### src/rtl/mem_arb_pkg.sv
// Shared types and constants for the I/D-cache main-memory arbiter.
// Holds the FSM state encoding, the grant identifiers and the default bus widths.
package mem_arb_pkg;

   localparam int ADDR_W_DEF = 28;
   localparam int DATA_W_DEF = 128;
   localparam int CNT_W_DEF  = 16;

   localparam logic GRANT_I = 1'b0;
   localparam logic GRANT_D = 1'b1;

   typedef enum logic [2:0] {
      IDLE,
      BUSY_I,
      BUSY_D,
      DONE_I,
      DONE_D
   } arb_state_t;

endpackage

### src/rtl/mem_bus_arbiter_rr_arb2.sv
// Two-way round-robin picker: a lone requester always wins, and on a tie
// the side that was not granted last time wins.
module rr_arb2
   import mem_arb_pkg::*;
(
   input  logic req_i,
   input  logic req_d,
   input  logic last_grant,
   output logic gnt_i,
   output logic gnt_d
);

   assign gnt_i = req_i && (!req_d || (last_grant == GRANT_D));
   assign gnt_d = req_d && (!req_i || (last_grant == GRANT_I));

endmodule

### src/rtl/mem_bus_arbiter.sv
// Serialises I-cache and D-cache block transactions onto one memory port.
// Optional statistics counters are built when MEM_ARB_STAT_EN is defined.
module mem_bus_arbiter
   import mem_arb_pkg::*;
#(
   parameter int ADDR_W = ADDR_W_DEF,
   parameter int DATA_W = DATA_W_DEF
`ifdef MEM_ARB_STAT_EN
   ,parameter int CNT_W = CNT_W_DEF
`endif
) (
   input  logic              clk,
   input  logic              rst,
   input  logic              i_mem_read,
   input  logic [ADDR_W-1:0] i_mem_addr,
   output logic [DATA_W-1:0] i_mem_rdata,
   output logic              i_mem_ready,
   input  logic              d_mem_read,
   input  logic              d_mem_write,
   input  logic [ADDR_W-1:0] d_mem_addr,
   input  logic [DATA_W-1:0] d_mem_wdata,
   output logic [DATA_W-1:0] d_mem_rdata,
   output logic              d_mem_ready,
   output logic              mem_read,
   output logic              mem_write,
   output logic [ADDR_W-1:0] mem_addr,
   output logic [DATA_W-1:0] mem_wdata,
   input  logic [DATA_W-1:0] mem_rdata,
   input  logic              mem_ready
`ifdef MEM_ARB_STAT_EN
   ,output logic [CNT_W-1:0] stat_i_grants
   ,output logic [CNT_W-1:0] stat_d_grants
   ,output logic [CNT_W-1:0] stat_conflicts
`endif
);

   arb_state_t        state_q;
   logic              last_grant_q;
   logic              mem_read_q;
   logic              mem_write_q;
   logic [ADDR_W-1:0] mem_addr_q;
   logic [DATA_W-1:0] mem_wdata_q;
   logic [DATA_W-1:0] i_rdata_q;
   logic [DATA_W-1:0] d_rdata_q;
   logic              i_ready_q;
   logic              d_ready_q;

   logic i_req;
   logic d_req;
   logic gnt_i;
   logic gnt_d;

   assign i_req = i_mem_read;
   assign d_req = d_mem_read || d_mem_write;

   rr_arb2 u_rr (
      .req_i      (i_req),
      .req_d      (d_req),
      .last_grant (last_grant_q),
      .gnt_i      (gnt_i),
      .gnt_d      (gnt_d)
   );

   // NOTE: state registers use non-blocking assignments so every register samples pre-edge values.
   always_ff @(posedge clk) begin
      if (rst) begin
         state_q      <= IDLE;
         last_grant_q <= GRANT_I;
         mem_read_q   <= 1'b0;
         mem_write_q  <= 1'b0;
         mem_addr_q   <= '0;
         mem_wdata_q  <= '0;
         i_rdata_q    <= '0;
         d_rdata_q    <= '0;
         i_ready_q    <= 1'b0;
         d_ready_q    <= 1'b0;
      end else begin
         i_ready_q <= 1'b0;
         d_ready_q <= 1'b0;
         unique case (state_q)
            IDLE: begin
               if (gnt_i) begin
                  state_q      <= BUSY_I;
                  last_grant_q <= GRANT_I;
                  mem_addr_q   <= i_mem_addr;
                  mem_read_q   <= 1'b1;
               end else if (gnt_d) begin
                  // A simultaneous read and write is treated as a plain write-back.
                  state_q      <= BUSY_D;
                  last_grant_q <= GRANT_D;
                  mem_addr_q   <= d_mem_addr;
                  mem_wdata_q  <= d_mem_wdata;
                  mem_read_q   <= !d_mem_write;
                  mem_write_q  <= d_mem_write;
               end
            end
            BUSY_I: begin
               if (mem_ready) begin
                  state_q    <= DONE_I;
                  mem_read_q <= 1'b0;
                  i_rdata_q  <= mem_rdata;
                  i_ready_q  <= 1'b1;
               end
            end
            BUSY_D: begin
               if (mem_ready) begin
                  state_q     <= DONE_D;
                  mem_read_q  <= 1'b0;
                  mem_write_q <= 1'b0;
                  if (mem_read_q) begin
                     d_rdata_q <= mem_rdata;
                  end
                  d_ready_q   <= 1'b1;
               end
            end
            DONE_I, DONE_D: begin
               state_q <= IDLE;
            end
            default: begin
               state_q <= IDLE;
            end
         endcase
      end
   end

   assign mem_read    = mem_read_q;
   assign mem_write   = mem_write_q;
   assign mem_addr    = mem_addr_q;
   assign mem_wdata   = mem_wdata_q;
   assign i_mem_rdata = i_rdata_q;
   assign d_mem_rdata = d_rdata_q;
   assign i_mem_ready = i_ready_q;
   assign d_mem_ready = d_ready_q;

`ifdef MEM_ARB_STAT_EN
   logic [CNT_W-1:0] stat_i_q, stat_i_d;
   logic [CNT_W-1:0] stat_d_q, stat_d_d;
   logic [CNT_W-1:0] conf_q, conf_d;

   // NOTE: every always_comb output gets a default first so no latch is inferred.
   always_comb begin
      stat_i_d = stat_i_q;
      stat_d_d = stat_d_q;
      conf_d   = conf_q;
      if (state_q == IDLE) begin
         if (gnt_i && !(&stat_i_q)) begin
            stat_i_d = stat_i_q + 1'b1;
         end
         if (gnt_d && !(&stat_d_q)) begin
            stat_d_d = stat_d_q + 1'b1;
         end
         if (i_req && d_req && !(&conf_q)) begin
            conf_d = conf_q + 1'b1;
         end
      end
   end

   always_ff @(posedge clk) begin
      if (rst) begin
         stat_i_q <= '0;
         stat_d_q <= '0;
         conf_q   <= '0;
      end else begin
         stat_i_q <= stat_i_d;
         stat_d_q <= stat_d_d;
         conf_q   <= conf_d;
      end
   end

   assign stat_i_grants  = stat_i_q;
   assign stat_d_grants  = stat_d_q;
   assign stat_conflicts = conf_q;
`endif

endmodule

### config.mk
export PLATFORM = sky130hd
export DESIGN_NAME = mem_bus_arbiter
export DESIGN_NICKNAME = d
export VERILOG_FILES = /design/src/rtl/mem_arb_pkg.sv /design/src/rtl/mem_bus_arbiter_rr_arb2.sv /design/src/rtl/mem_bus_arbiter.sv
export SDC_FILE = /design/constraint.sdc
export NUM_CORES = 1
export LEC_CHECK = 0
export BUFFER_PORTS_ARGS = -buffer_cell sky130_fd_sc_hd__clkbuf_2
export CORE_AREA = 3 3 286 288
export DETAILED_ROUTE_END_ITERATION = 8
export DIE_AREA = 0 0 289 291
export GPL_ROUTABILITY_DRIVEN = 0
export PLACE_DENSITY = 0.42
export SLEW_MARGIN = 20
export SYNTH_ARGS = -nofsm -noshare
export SYNTH_HDL_FRONTEND = slang
export SYNTH_SLANG_ARGS = --single-unit
### constraint.sdc
create_clock -name clk -period 1.6 [get_ports clk]
set_input_delay 0.08 -clock clk [delete_from_list [all_inputs] [get_ports clk]]
set_output_delay 0.08 -clock clk [all_outputs]
set_load 0.03 [all_outputs]
==> run_results.csv <==
group,metric,value,unit
run_status,status,"complete, but fails checks",
run_status,violations,"setup timing",
place,dpl.cell_count,3608,
run,drv_cap,0,
routing,antenna_left,0,
power,ir_drop,0.794,mV
setup_path,path_class,"reg -> reg",
grt,grtUsageTotal,17.1,%
clock_tree,clk_pin_slew,0.06,ns
synthesis,ys_ff_latch,420,
grt,grt_pass1_vias,18200,
synthesis,synth_cells,1908,
grt,grt_pass1_wl,112000,um
power,internal-power,21.5,mW
routing,drt_wl_total,78100,um
sta,worst_slack,-0.0328,ns
floorplan,die-height,291,um
routing,first_iter_violations,948,
grt,overflow,0,
routing,vias,17800,
synthesis,synth_area,16700,um^2
routing,avgViaCountPerCell,4.40,
routing,first_pass_iters,6,
sta,slew_headroom,74.4,%
sta,fmax,0.612,GHz
sta,worst_pin_slew,0.384,ns
setup_path,r2r_start,"state_q[0]",
setup_path,crit_path_start,"state_q[0]",
setup_path,rrSetupSlack,-0.03,ns
floorplan,initial_core_util,21.1,%
floorplan,ios,734,
clock_tree,cts_root_buf,"clkbuf_16",
floorplan,fp-row-count,103,
power,p_clk_share,38.9,%
clock_tree,htreeDepth,2,
sta,period_share,102,%
cells_and_area,finalNonFillerCells,4046,
clock_tree,numCtsBuffers,51,
grt,grt_max_degree,109,
cells_and_area,ff_latch_area,8410,um^2
setup_path,worstPathArrival,2.14,ns
clock_tree,clk_latency,0.61,ns
setup_path,crit_required,2.10,ns
cells_and_area,syn2layout_area_growth,66.6,%
cells_and_area,fillers,8238,
power,pwr-share-comb,23.9,%
place,place_ws,-0.0912,ns
routing,drcViolationCount,0,
power,leakage,11.7,nW
clock_tree,cts_tree,"done",
cells_and_area,layout-drive-gt1-share,33.3,%
sta,setup_viol,15,
power,sw_frac_of_total,30.9,%
floorplan,dieArea,84100,um^2
setup_path,crit_path_start_kind,"flop",
power,p_switching,9.61,mW
sta,finalCriticalPeriod,1.63,ns
synthesis,synth_seq_area_share,50.4,%
clock_tree,clock-sinks,420,
synthesis,postSynthAreaPerCell,8.74,um^2
routing,wl_per_cell,19.3,um
cells_and_area,multiInputGateArea,7610,um^2
floorplan,dieWidth,289,um
sta,rsz0062_at_grt,"true",
worst_hold_path,hp-class,"in -> reg",
setup_path,cp-end-kind,"flop",
sta,drv_slew,0,
sta,fin_skew,0.0300,ns
floorplan,core_region_area,79100,um^2
synthesis,yosys_warnings,0,
synthesis,ys_types,35,
sta,final_hold_viol_count,0,
worst_hold_path,hold_start,"mem_rdata[98]",
place,dp_hpwl,54900,um
grt,antenna_found_initial,1,
place,portBuffers,733,
cells_and_area,nNetsFinal,3272,
synthesis,syn-num-nets,2226,
power,p_total,31.1,mW
setup_path,path_max_fanout,10,
clock_tree,clk_path_buf_depth,3,
power,power_density,1120,nW/um^2
power,power_frac_seq,37.1,%
==> metrics by stage <==
step	utilization (%)	hold WS (ns)	TNS [ns]	cell area [um^2]
floorplan	-	0.216	0	16700
finish	35.1	0.256	-0.196	27800
CTS	34.4	0.212	-1.44	27200
global placement	28.0	0.320	-2.42	22100
detailed placement	28.0	0.327	-4.50	22100
global route	35.1	0.246	-6.43	27800
==> synthesized netlist by cell type (all sizes together) <==
| cell type | count | area, um^2 |
|---|---|---|
| or2 | 1 | 6.26 |
| o2bb2ai | 1 | 8.76 |
| o21bai | 1 | 7.51 |
| and2 | 1 | 6.26 |
| a211o | 1 | 8.76 |
| nor2 | 6 | 22.5 |
| dfxtp | 420 | 8410 |
| nand4b | 1 | 8.76 |
| or3 | 2 | 12.5 |
| o211ai | 1 | 7.51 |
| and4bb | 1 | 12.5 |
| mux2i | 128 | 1280 |
| nand3 | 156 | 781 |
| nand4bb | 2 | 22.5 |
| nor4bb | 1 | 10.0 |
| o21ba | 1 | 10.0 |
| clkbuf | 116 | 437 |
| nor4 | 3 | 18.8 |
| nor2b | 1 | 6.26 |
| nand2 | 257 | 965 |
| nor3 | 2 | 10.0 |
| buf | 67 | 382 |
| a211oi | 1 | 7.51 |
| a311oi | 29 | 379 |
| inv | 3 | 11.3 |
| o21ai | 158 | 791 |
| nand2b | 257 | 1610 |
| a21oi | 290 | 1450 |
==> timing repair <==
item | CTS | global route
cloned | 2 | 10
pin swaps | 1 | 5
endpoints found under the setup margin | 124 | 311
buffers inserted | 1 | 14
hold buffers | 318 | 0
hold endpoints to repair | 418 | 0
resized for setup | 12 | 62
==> placed cells by master (no fill, tap or decap), types with 3 or more instances in the layout <==
| cell type | synthesis | layout |
|---|---|---|
| clkbuf_2 | 1 | 731 |
| dfxtp_1 | 420 | 418 |
| dlygate4sd3_1 | 0 | 317 |
| a21oi_1 | 290 | 272 |
| nand2b_1 | 257 | 257 |
| nand2_1 | 257 | 255 |
| nand3_1 | 156 | 156 |
| o21ai_0 | 155 | 151 |
| mux2i_1 | 128 | 125 |
| clkbuf_16 | 0 | 61 |
| buf_4 | 13 | 56 |
| buf_12 | 0 | 35 |
| a311oi_2 | 20 | 21 |
| a21oi_2 | 0 | 18 |
| clkbuf_1 | 115 | 14 |
| clkbuf_8 | 0 | 10 |
| buf_8 | 0 | 9 |
| buf_16 | 0 | 9 |
| buf_6 | 3 | 9 |
| a311oi_1 | 9 | 8 |
| clkinv_2 | 0 | 8 |
| o21ai_1 | 3 | 7 |
| nor2_1 | 6 | 5 |
| bufinv_16 | 0 | 5 |
| mux2i_2 | 0 | 3 |
| nor4_1 | 3 | 3 |
==> layer usage <==
layer	GRT usage [%]	up-vias	routed length (um)
li1	-	8593	-
met1	19.3	8423	30200
met2	29.5	647	37800
met3	5.90	157	6720
met4	6.85	0	3320
met5	0	-	0
==> power groups by stage <==
| stage | clock, mW | combinational, mW | sequential [mW] |
|---|---|---|---|
| 6_report | 12.1 | 7.45 | 11.6 |
| 5_1_grt | 12.9 | 7.93 | 11.6 |
| 4_1_cts | 12.5 | 7.02 | 11.5 |
| 3_5_place_dp | 0 | 6.19 | 11.8 |
| 3_3_place_gp | 0 | 6.15 | 11.7 |
| 2_1_floorplan | 0 | 2.34 | 13.0 |
==> flip-flops by register name (all words and copies together) (netlist names), 3 cells and up <==
| register | flops |
|---|---|
| d_mem_rdata | 128 |
| i_mem_rdata | 128 |
| mem_addr | 28 |
| mem_wdata | 128 |
| state_q | 3 |
==> layout make-up <==
| type | count | area share, % |
|---|---|---|
| clock inverter | 18 | 0.946 |
| tap | 1050 | 4.73 |
| antenna | 1 | 0.00901 |
| multi-input combinational | 1302 | 27.4 |
| clock buffer | 76 | 5.37 |
| inverter | 3 | 0.0495 |
| sequential | 420 | 30.3 |
| timing repair buffer | 1176 | 31.2 |
==> worst max-delay path: stages, from the launching register on <==
cell       delay (ns)
dfxtp_1          0.31
or3_4            0.40
nor2_4           0.13
buf_12           0.14
buf_16           0.17
clkbuf_16        0.20
mux2i_1          0.19
==> logic make-up (layout without fill, tap and decap cells) <==
family                 after synthesis  count (layout)  share of synthesized area, %
AOI/OAI and AO/OA                  483             483                          16.0
other                                0               1                             0
DFF                                420             420                          50.4
buffers and inverters              186            1273                          4.97
and+or+nand+nor                    691             691                          20.9
muxes                              128             128                          7.68
==> worst paths after layout <==
check | endpoint | cells after the start
setup reg to reg | mem_wdata[27] | 6
setup / recovery | mem_wdata[27] | 6
hold / removal | i_mem_rdata[98] | 4
hold reg to reg | i_mem_rdata[3] | 2
(Power assumes the default switching activity.)
